## config.mk

```make
export PLATFORM = sky130hd
export DESIGN_NAME = fpu_wb_sched
export DESIGN_NICKNAME = d
export VERILOG_FILES = /design/src/rtl/fpu_wb_sched.sv
export SDC_FILE = /design/constraint.sdc
export NUM_CORES = 1
export LEC_CHECK = 0
export BUFFER_PORTS_ARGS = -buffer_cell sky130_fd_sc_hd__buf_2
export CAP_MARGIN = 20
export CORE_MARGIN = 4
export CORE_UTILIZATION = 58
export DETAILED_ROUTE_END_ITERATION = 8
export GPL_ROUTABILITY_DRIVEN = 0
export GPL_TIMING_DRIVEN = 0
export HOLD_SLACK_MARGIN = 0.15
export PLACE_DENSITY_LB_ADDON = 0.2
export SLEW_MARGIN = 20
export SYNTH_ARGS = -nofsm -noshare
export SYNTH_HDL_FRONTEND = slang
export SYNTH_SLANG_ARGS = --single-unit
```

## constraint.sdc

```tcl
create_clock -name clk_i -period 5.7 [get_ports clk_i]
set_input_delay 0.855 -clock clk_i [delete_from_list [all_inputs] [get_ports clk_i]]
set_output_delay 0.855 -clock clk_i [all_outputs]
set_load 0.01 [all_outputs]
```

## src/rtl/fpu_wb_sched.sv

```systemverilog
`default_nettype none
// +-----------------------------------------------------------------------------+
// | fpu_wb_sched: FP writeback merge (add/mul pipe + div/sqrt) with scoreboard   |
// | Optional sticky-flag accumulation: FPU_FFLAGS_ACCUM_EN.  Rev 1.0            |
// +-----------------------------------------------------------------------------+
module fpu_wb_sched #(
  parameter int DATA_WIDTH   = 32,
  parameter int ADDR_WIDTH   = 5,
  parameter int STARVE_LIMIT = 4
) (
  input  logic                  clk_i,
  input  logic                  rst_i,
  input  logic                  issue_valid_i,
  input  logic                  issue_wr_i,
  input  logic [ADDR_WIDTH-1:0] issue_rd_addr_i,
  input  logic [ADDR_WIDTH-1:0] rs1_addr_i,
  input  logic [ADDR_WIDTH-1:0] rs2_addr_i,
  input  logic [ADDR_WIDTH-1:0] rs3_addr_i,
  output logic                  stall_o,
  input  logic                  pipe_valid_i,
  input  logic [ADDR_WIDTH-1:0] pipe_rd_addr_i,
  input  logic [DATA_WIDTH-1:0] pipe_data_i,
  input  logic [4:0]            pipe_flags_i,
  output logic                  pipe_stall_o,
  input  logic                  div_valid_i,
  output logic                  div_ready_o,
  input  logic [ADDR_WIDTH-1:0] div_rd_addr_i,
  input  logic [DATA_WIDTH-1:0] div_data_i,
  input  logic [4:0]            div_flags_i,
  output logic [ADDR_WIDTH-1:0] rd_addr_o,
  output logic [DATA_WIDTH-1:0] rd_data_o,
  output logic                  rd_wren_o,
  input  logic                  clear_flags_i,
  output logic [4:0]            fflags_o
);

  localparam int c_num_regs = 2 ** ADDR_WIDTH;
  localparam int c_cnt_w    = (STARVE_LIMIT > 1) ? $clog2(STARVE_LIMIT) : 1;
  localparam logic [c_cnt_w-1:0] c_cnt_max = c_cnt_w'(STARVE_LIMIT - 1);

  logic [c_num_regs-1:0] busy_q, busy_d;
  logic                  hold_valid_q, hold_valid_d;
  logic [ADDR_WIDTH-1:0] hold_addr_q, hold_addr_d;
  logic [DATA_WIDTH-1:0] hold_data_q, hold_data_d;
  logic [c_cnt_w-1:0]    starve_cnt_q, starve_cnt_d;
  logic                  pipe_stall_q, pipe_stall_d;
  logic                  rd_wren_q, rd_wren_d;
  logic [ADDR_WIDTH-1:0] rd_addr_q, rd_addr_d;
  logic [DATA_WIDTH-1:0] rd_data_q, rd_data_d;
  logic                  w_div_acc;
  logic                  w_issue_acc;

  assign stall_o = issue_valid_i & (busy_q[rs1_addr_i] | busy_q[rs2_addr_i] |
                                    busy_q[rs3_addr_i] |
                                    (issue_wr_i & busy_q[issue_rd_addr_i]));
  assign w_issue_acc = issue_valid_i & ~stall_o;
  assign div_ready_o = ~hold_valid_q;
  assign w_div_acc   = div_valid_i & ~hold_valid_q;

  // Pipe results cannot be back-pressured, so they always win; div parks in hold.
  always_comb begin
    hold_valid_d = hold_valid_q;
    hold_addr_d  = hold_addr_q;
    hold_data_d  = hold_data_q;
    rd_wren_d    = 1'b0;
    rd_addr_d    = rd_addr_q;
    rd_data_d    = rd_data_q;
    if (pipe_valid_i) begin
      rd_wren_d = 1'b1;
      rd_addr_d = pipe_rd_addr_i;
      rd_data_d = pipe_data_i;
      if (w_div_acc) begin
        hold_valid_d = 1'b1;
        hold_addr_d  = div_rd_addr_i;
        hold_data_d  = div_data_i;
      end
    end else if (hold_valid_q) begin
      rd_wren_d    = 1'b1;
      rd_addr_d    = hold_addr_q;
      rd_data_d    = hold_data_q;
      hold_valid_d = 1'b0;
    end else if (w_div_acc) begin
      rd_wren_d = 1'b1;
      rd_addr_d = div_rd_addr_i;
      rd_data_d = div_data_i;
    end
  end

  // Counter saturates so a misbehaving upstream keeps seeing pipe_stall_o.
  always_comb begin
    starve_cnt_d = '0;
    pipe_stall_d = 1'b0;
    if (hold_valid_q && pipe_valid_i) begin
      pipe_stall_d = (starve_cnt_q == c_cnt_max);
      starve_cnt_d = (starve_cnt_q == c_cnt_max) ? starve_cnt_q : starve_cnt_q + 1'b1;
    end
  end

  always_comb begin
    busy_d = busy_q;
    if (rd_wren_q) busy_d[rd_addr_q] = 1'b0;
    if (w_issue_acc && issue_wr_i && (issue_rd_addr_i != '0)) busy_d[issue_rd_addr_i] = 1'b1;
  end

  always_ff @(posedge clk_i or posedge rst_i) begin
    if (rst_i) begin
      busy_q       <= '0;
      hold_valid_q <= 1'b0;
      hold_addr_q  <= '0;
      hold_data_q  <= '0;
      starve_cnt_q <= '0;
      pipe_stall_q <= 1'b0;
      rd_wren_q    <= 1'b0;
      rd_addr_q    <= '0;
      rd_data_q    <= '0;
    end else begin
      busy_q       <= busy_d;
      hold_valid_q <= hold_valid_d;
      hold_addr_q  <= hold_addr_d;
      hold_data_q  <= hold_data_d;
      starve_cnt_q <= starve_cnt_d;
      pipe_stall_q <= pipe_stall_d;
      rd_wren_q    <= rd_wren_d;
      rd_addr_q    <= rd_addr_d;
      rd_data_q    <= rd_data_d;
    end
  end

  assign pipe_stall_o = pipe_stall_q;
  assign rd_wren_o    = rd_wren_q;
  assign rd_addr_o    = rd_addr_q;
  assign rd_data_o    = rd_data_q;

`ifdef FPU_FFLAGS_ACCUM_EN
  logic [4:0] hold_flags_q, hold_flags_d;
  logic [4:0] fflags_q, fflags_d;
  logic [4:0] w_sel_flags;

  // Mirrors the data select so flags land on the same edge as their result.
  always_comb begin
    hold_flags_d = hold_flags_q;
    w_sel_flags  = 5'b0;
    if (pipe_valid_i) begin
      w_sel_flags = pipe_flags_i;
      if (w_div_acc) hold_flags_d = div_flags_i;
    end else if (hold_valid_q) begin
      w_sel_flags = hold_flags_q;
    end else if (w_div_acc) begin
      w_sel_flags = div_flags_i;
    end
    fflags_d = (clear_flags_i ? 5'b0 : fflags_q) | w_sel_flags;
  end

  always_ff @(posedge clk_i or posedge rst_i) begin
    if (rst_i) begin
      hold_flags_q <= 5'b0;
      fflags_q     <= 5'b0;
    end else begin
      hold_flags_q <= hold_flags_d;
      fflags_q     <= fflags_d;
    end
  end

  assign fflags_o = fflags_q;
`else
  logic w_unused_flags;
  assign w_unused_flags = ^{pipe_flags_i, div_flags_i, clear_flags_i};
  assign fflags_o       = 5'b0;
`endif

`ifndef SYNTHESIS
  ap_no_pipe_when_stalled: assert property (@(posedge clk_i) disable iff (rst_i)
    !(pipe_valid_i && pipe_stall_q));
  ap_wb_to_busy_reg: assert property (@(posedge clk_i) disable iff (rst_i)
    !(rd_wren_q && (rd_addr_q != '0) && !busy_q[rd_addr_q]));
`endif

endmodule
`default_nettype wire

```

# Word level (Yosys, flattened, before mapping)
# Index checks and enable logic that the tools add are counted.
[classes]
addsub = 1
n_lt_le_gt_ge = 7
n_eq_ne = 3
muxes = 28
n_bitwise = 12
n_reduce_logical = 8
[op_table]
columns = ["cell", "n"]
rows = [
  ["32-bit two-way mux", 5],
  ["32-bit AND", 1],
  ["32-bit inverter", 1],
  ["32-bit bitwise OR", 1],
  ["5-bit by 6-bit less-than comparator with 1-bit output, second input constant", 5],
  ["1-bit binary-select mux with 5-bit select", 4],
  ["5-bit two-way mux", 3],
  ["1-bit two-way mux", 12],
  ["1-bit demux with 5-bit select", 2],
  ["5-bit by 1-bit >= comparator with 1-bit output, second input constant", 2],
  ["1-bit logical AND", 5],
  ["5-bit nonzero test", 1],
  ["1-bit AND", 4],
  ["2-bit two-way mux", 2],
  ["1-bit bitwise OR", 3],
  ["3-bit nonzero test", 1],
  ["2-bit by 1-bit adder with 2-bit output, second input constant", 1],
  ["2-bit == test, second input constant", 1],
  ["2-bit by 1-bit != test with 1-bit output, second input constant", 1],
  ["2-bit != test, second input constant", 1],
  ["1-bit inverter", 2],
  ["2-bit AND reduction", 1],
]
[word_totals]
ff_bits = 111
input_bits = 111
out_inout_bits = 46
word_cells = 68

# Longest topological paths before layout
# Gate-level depths: netlist of run 1.
[depth]
depth_word = 11
ltp_mapped = 10
mapped_depth_nobuf = 7

# Worst setup path before layout of run 1
# OpenSTA, ideal clock, no wires.
[synth_path]
path_type = "input -> output"
from = "in rs2_addr_i[1]"
to = "out stall_o"
arrival_ps = 2419
required_time_ps = 4845
path_slack_ps = 2426
path_stages = 9
path_buffers = 2
cell_sequence = "clkbuf_1 > buf_2 > mux2i_1 > a21oi_1 > nand3_1 > o21ai_0 > nor3_1 > nand2_1 > o21a_1"
[synth_via]
elab_chain_cells = 6
[synth_lines]
columns = ["element", "line_no", "source"]
rows = [
  ["start, declared", "17", "input logic [ADDR_WIDTH-1:0] rs2_addr_i,"],
  ["1-bit binary-select mux with 5-bit select", "53", "assign stall_o = issue_valid_i & (busy_q[rs1_addr_i] | busy_q[rs2_addr_i] |"],
  ["1-bit two-way mux (not written as such)", "53", ""],
  ["1-bit bitwise OR (2 in a row)", "53", ""],
  ["1-bit bitwise OR", "54", "busy_q[rs3_addr_i] |"],
  ["1-bit AND", "53", ""],
  ["end, declared", "19", "output logic stall_o,"],
]
# Every way passes these cells. The select of a mux whose other input is x is not followed.

# Final worst setup path of run 1
[layout_path]
from = "in rs3_addr_i[1]"
to = "out stall_o"
[layout_via]
elab_chain_cells = 5
[layout_lines]
columns = ["element", "line_no", "source"]
rows = [
  ["start, declared", "18", "input logic [ADDR_WIDTH-1:0] rs3_addr_i,"],
  ["1-bit binary-select mux with 5-bit select", "54", ""],
  ["1-bit two-way mux (not written as such)", "54", ""],
  ["1-bit bitwise OR", "53", ""],
  ["1-bit bitwise OR", "54", ""],
  ["1-bit AND", "53", ""],
]
# Every way passes these cells. The select of a mux whose other input is x is not followed.

==> impl_metrics.yaml, run 1 <==
status:
  status: "completed"
hold_path:
  min_path_type: "reg2reg"
  whs_endpoint: "rd_data_o[14]"
  min-delay-start: "rd_data_o[14]"
  hold_depth: 2
sta:
  rsz0062_at_grt: "false"
  setup_tns_ns: 0
  fin_skew_ns: 0.00972
  worst_slack_ns: 1.81
  fin_crit_ns: 3.89
  fmax_mhz: 257
  tightest_slew_ns: 0.789
  fin_crit_sh_pct: 68.2
  slew_violations: 0
  setup_viol: 0
  hold_viol_final: 0
  relSlewSlack_pct: 47.4
global_routing:
  grt_max_degree: 61
  grt_pass1_vias: 5924
  grt_pass1_wl_um: 29500
  grt_antenna_before_repair: 1
  gr-total-overflow: 0
  track_usage_pct: 28.9
run:
  max_cap_violations: 0
finish:
  final_cell_mix: "135 x buf_2, 111 x dfrtp_1, 95 x mux2i_1"
  drive_gt1_share_pct: 26.3
  syn_to_final_growth_pct: 17.5
  fin_nets: 908
  fillers: 850
  n_antenna_cell: 0
  mostFrequentLayoutCell: "buf_2"
critical_path:
  cp-end-kind: "output port"
  worst_setup_path_start_kind: "input pin"
  reg2reg_from: "busy_q[9]"
  slowest_delay_ns: 0.50
  r2r_cells: 8
  arrival_ns: 3.03
  cpMaxStageDelayCell: "nor3_1"
  r2r_slack_ns: 3.21
  path_delay_family: "buffers and inverters"
  cp_num_buf_inv: 3
  crit_chain: "clkbuf_1, buf_2, mux2i_1, a21oi_1, nand3_1, nand2_1, nor3_1, nand2_1, o21a_1, buf_2"
  required_ns: 4.85
  reg2reg_to: "busy_q[21]"
  worstPathMaxFanout: 10
  crit_type: "in2out"
route:
  via_per_inst: 6.20
  via_count: 5830
  drtAntennaViolNets: 0
  totalWireLength_um: 18300
  drcViolationCount: 0
  routedWlPerCell_um: 19.5
  firstDrtPassIters: 5
  drt-initial-drc-count: 583
clock_tree:
  cts_sinks: 111
  worstSkewPairLatency_ns: 0.36
  cts-root-buf: "clkbuf_8"
  cts.clk_slew.worst_paths_ns: 0.10
  htreeDepth: 3
  clockBufferDepth: 2
  cts_resized: 0
  tritoncts: "yes"
  numCtsBuffers: 9
  cts_hold_buf: 0
  post_cts_buffers: 0
yosys:
  ys_seq_area_share_pct: 43.6
  netlist_area_um2: 6370
  yosys_warnings: 0
  synth_edf_count: 0
  synth-seq-cells: 111
  async_flop_share_pct: 100
  syn_inst: 648
  synth.distinct_cells: 44
  synth-main-ff-cell: "dfrtp_1"
  syn_avg_cell_area_um2: 9.84
die:
  io_pins: 157
  fp.coreArea_um2: 10800
  start_util_pct: 59.1
  die_w_um: 113
  die-area_um2: 12700
  rows: 38
  die_h_um: 113
placed_design:
  post-place-ws_ns: 1.86
  port_buffers: 132
  dp_hpwl_um: 13600
power:
  max-vdd-ir-drop_v: 0.000169
  p_per_area_nw_per_um2: 328
  power_uw: 2460
  leakage_uw: 0.00338
-- final cells by class --
type	instances	area, µm²	area share (%)
tap	140	175	2.34
sequential	111	2780	37.1
multi-input combinational	483	3340	44.6
clock buffer	12	155	2.07
timing repair buffer	133	688	9.19
clock inverter	4	76.3	1.02
inverter	5	23.8	0.317
buffer	53	251	3.36
-- worst max path at each step --
stage / from / endpoint / slack [ns] / cells after the start
floorplan: rst_i / busy_q[0] / 1.91 / 1
finish: rs3_addr_i[1] / stall_o / 1.81 / 10
global route: rs3_addr_i[1] / stall_o / 1.68 / 10
global placement: rst_i / hold_data_q[22] / 0.81 / 2
detailed placement: rs3_addr_i[1] / stall_o / 1.86 / 10
CTS: rs3_addr_i[1] / stall_o / 1.85 / 10
-- cell usage after synthesis (3+ instances only) --
| cell type | instances | share of area [%] |
|---|---|---|
| nand3b_1 | 9 | 1.1 |
| nand2b_1 | 9 | 0.88 |
| nor3_1 | 4 | 0.31 |
| nand3_1 | 15 | 1.2 |
| o41ai_2 | 3 | 0.77 |
| buf_2 | 3 | 0.24 |
| nor2b_1 | 6 | 0.59 |
| clkbuf_1 | 36 | 2.1 |
| buf_4 | 5 | 0.59 |
| o21a_1 | 3 | 0.35 |
| mux4_2 | 4 | 1.4 |
| inv_1 | 5 | 0.29 |
| a22oi_1 | 10 | 1.2 |
| mux2i_1 | 95 | 15 |
| o21ai_0 | 69 | 5.4 |
| dfrtp_1 | 111 | 44 |
| buf_1 | 5 | 0.29 |
| mux2_2 | 37 | 6.5 |
| nand2_1 | 60 | 3.5 |
| nor2_1 | 46 | 2.7 |
| or3b_2 | 3 | 0.41 |
| nand4_1 | 5 | 0.49 |
| a21oi_1 | 45 | 3.5 |
| a211o_1 | 3 | 0.41 |
| buf_6 | 4 | 0.71 |
| o31ai_1 | 16 | 1.9 |
| o41ai_1 | 13 | 1.8 |
| nand4b_1 | 3 | 0.41 |
-- where the power goes --
| part | internal (µW) | switching (µW) |
|---|---|---|
| Sequential | 968 | 262 |
| Clock | 274 | 262 |
| Combinational | 333 | 359 |
-- state kept, by name, summed over array words and instances, names as in the netlist --
| name | flops |
|---|---|
| pipe_stall_o | 1 |
| rd_wren_o | 1 |
| busy_q | 32 |
| rd_addr_o | 5 |
| rd_data_o | 32 |
| starve_cnt_q | 2 |
| hold_addr_q | 5 |
| hold_valid_q | 1 |
| hold_data_q | 32 |
-- metrics by stage --
stage	util, %	area (µm²)	cells	hold slack (ns)
after global routing	69.4	7490	941	0.510
after global placement	66.9	7230	924	0.457
after detailed placement	67.3	7260	925	0.466
after floorplan	-	6390	652	0.479
after CTS	69.4	7490	941	0.489
final	69.4	7490	941	0.484
-- layer usage --
layer | routed length [µm] | global-route usage, % | part of all wire (%) | vias up
met3 | 1990 | 7.49 | 11 | 46
met1 | 7240 | 37.8 | 39 | 2787
li1 | - | - | - | 2643
met5 | 13 | 0 | 0.071 | -
met2 | 8640 | 46.4 | 47 | 352
met4 | 464 | 11.2 | 2.5 | 2
-- tightest hold or removal path, stage by stage (launching register included) --
cell     delay, ns
dfrtp_1       0.35
nand2_1       0.04
o21ai_0       0.06
-- cells by family (layout without fill, tap and decap cells) --
logic type      Yosys count  after routing  synth area share, %
compound gates          169            169                 16.2
xor+xnor                  1              1                0.137
fa+ha+maj                 1              1                0.196
buf+inv                  58            207                 4.24
flops                   111            111                 43.6
mux                     136            136                 22.9
other cells               1              5               0.0588
simple gates            171            171                 12.7
Note: power is estimated with default switching activity, not from simulation.
==> run 2: changes to the inputs <==
- ABC_AREA: default -> 1
- CORE_UTILIZATION: 58 -> 55
- clock period: 5.7 -> 4 ns (I/O delays scaled with it)
==> run 2 against run 1 <==
Utilization down 3.4 points. Final area increased by 5.8%. Synthesized cell count up 46%. Critical path type unchanged. Critical endpoint unchanged.
==> impl_metrics.yaml, run 2 <==
route:
  drcViolationCount: 0
  via_count: 7095
  drtAntennaViolNets: 0
  totalWireLength_um: 20300
  firstDrtPassIters: 5
  drt-initial-drc-count: 707
  via_per_inst: 5.68
  routedWlPerCell_um: 16.2
yosys:
  yosys_warnings: 0
  ys_seq_area_share_pct: 41.2
  syn_avg_cell_area_um2: 7.11
  yosysMostFrequentCell: "nand2_1"
  synth-main-ff-cell: "dfrtp_1"
  synth_edf_count: 0
  yosysTopAreaCell: "dfrtp_1"
  synth-seq-cells: 111
  netlist_area_um2: 6730
  synth.distinct_cells: 28
  syn_inst: 947
  yosysTopAreaCellShare_pct: 41.2
  synth.top_cells.by_area: "dfrtp_1 41%, nand2_1 17%, o211ai_1 7.9%, nand3_1 5.7%, o21ai_0 5.1%"
  ys_top_cells_by_count: "308 x nand2_1, 111 x dfrtp_1, 77 x inv_1, 77 x nand3_1, 74 x nor2_1"
  async_flop_share_pct: 100
clock_tree:
  cts_sinks: 111
  cts.clk_slew.worst_paths_ns: 0.07
  numCtsBuffers: 9
  htreeDepth: 3
  clockBufferDepth: 2
  post_cts_buffers: 0
  cts_resized: 0
  cts_hold_buf: 0
  cts-root-buf: "clkbuf_16"
  worstSkewPairLatency_ns: 0.35
  tritoncts: "yes"
die:
  fp.coreArea_um2: 12000
  rows: 40
  start_util_pct: 56.1
  die_h_um: 119
  die_w_um: 119
  die-area_um2: 14100
  io_pins: 157
global_routing:
  gr-total-overflow: 0
  grt_pass1_wl_um: 32900
  grt_pass1_vias: 6731
  grt_max_degree: 74
  track_usage_pct: 28.8
  grt_antenna_before_repair: 0
critical_path:
  cpMaxStageDelayCell: "nor2_2"
  required_ns: 3.40
  worst_setup_path_start_kind: "input pin"
  cp-end-kind: "output port"
  arrival_ns: 2.03
  crit_type: "in2out"
  crit_top_cell: "nand2_1"
  crit_chain: "buf_2, buf_6, o211ai_1, nand2_1, nand2_1, nand3_1, nand3_1, nand2_1, nor2_2, a21boi_1, buf_2"
  slowest_delay_ns: 0.30
  worstPathMaxFanout: 10
finish:
  final_cell_mix: "308 x nand2_1, 146 x buf_2, 111 x dfrtp_1"
  mostFrequentLayoutCell: "nand2_1"
  post-route-util_pct: 66.0
  fin_nets: 1211
  n_antenna_cell: 0
  syn_to_final_growth_pct: 17.7
  drive_gt1_share_pct: 18.0
sta:
  slew_violations: 0
  hold_viol_final: 0
  fin_skew_ns: 0.00958
  fmax_mhz: 380
  setup_viol: 0
  rsz0062_at_grt: "false"
  relSlewSlack_pct: 62.7
  setup_tns_ns: 0
  fin_crit_sh_pct: 65.8
  tightest_slew_ns: 0.559
  fin_crit_ns: 2.63
placed_design:
  port_buffers: 136
  dp_hpwl_um: 15200
status:
  status: "completed"
power:
  p_per_area_nw_per_um2: 463
  leakage_uw: 0.00398
  max-vdd-ir-drop_v: 0.000349
run:
  max_cap_violations: 0
hold_path:
  min_path_type: "in2async"
==> run 2: cell count changes after synthesis, moves of 16 or more <==
cell / change
nand2_1: +248
mux2i_1: -95
inv_1: +72
o211ai_1: +71
nand3_1: +62
a21oi_1: -41
mux2_2: -28
nor2_1: +28
nand4_1: +26
o31ai_1: -16
==> run 2: final timing paths <==
path,start,to,slack [ns],depth (start not counted)
max,rs2_addr_i[0],stall_o,1.37,11
min,rst_i,hold_data_q[23],0.24,2
max reg2reg,hold_valid_q,rd_data_o[1],1.95,6
min reg2reg,rd_data_o[3],rd_data_o[3],0.48,1
max in group asynchronous,rst_i,busy_q[24],3.10,3
min in group clk_i,pipe_data_i[22],rd_data_o[22],0.48,3
==> run 2: cell type report <==
cell class	instances	area, µm²
Clock buffer	10	239
Clock inverter	5	42.5
Buffer	62	320
Multi-Input combinational cell	692	3330
Tap cell	147	184
Timing Repair Buffer	137	708
Inverter	86	330
Sequential cell	111	2780
Fill cell	1083	4080
==> run 2: where the power goes <==
| part | switching [µW] | internal [µW] | leakage (µW) | total (µW) |
|---|---|---|---|---|
| clock network | 421 | 442 | 0.000129 | 864 |
| logic | 640 | 416 | 0.00249 | 1060 |
| registers | 371 | 1380 | 0.00136 | 1750 |
==> run 2: critical path: cells and delay by family <==
family	cells	cell delay, ns
AND/OR/NAND/NOR	6	0.70
buffers and inverters	3	0.47
AO/OA/AOI/OAI	2	0.25
==> run 2: per-layer routing <==
metal,up-vias,wire [µm],global-route usage (%)
met5,-,0,0
met4,0,762,12.1
met3,58,1780,5.02
met2,322,9390,45.8
met1,3278,8340,38.8
li1,3437,-,-
==> run 2: logic make-up (layout without fill, tap and decap cells) <==
family / after synthesis / after routing / share of synthesized area [%]
adders and majority gates: 1 / 1 / 0.186
other: 1 / 5 / 0.0557
DFF: 111 / 111 / 41.2
muxes: 9 / 9 / 1.51
AOI/OAI and AO/OA: 175 / 175 / 16.5
buffers and inverters: 148 / 300 / 9.59
xor gates and xnor gates: 1 / 1 / 0.130
and+or+nand+nor: 501 / 501 / 30.8
==> run 2: stage by stage <==
| step | cell area, µm² | instances | hold slack [ns] | worst slack [ns] | power, µW |
|---|---|---|---|---|---|
| finish | 7930 | 1250 | 0.236 | 1.37 | 3670 |
| global route | 7930 | 1250 | 0.263 | 1.15 | 3890 |
| CTS | 7930 | 1250 | 0.252 | 1.38 | 3650 |
| detailed placement | 7650 | 1235 | 0.474 | 1.39 | 2790 |
| global placement | 7610 | 1234 | 0.467 | -0.821 | 2750 |
| floorplan | 6750 | 951 | 0.453 | 0.469 | 2340 |
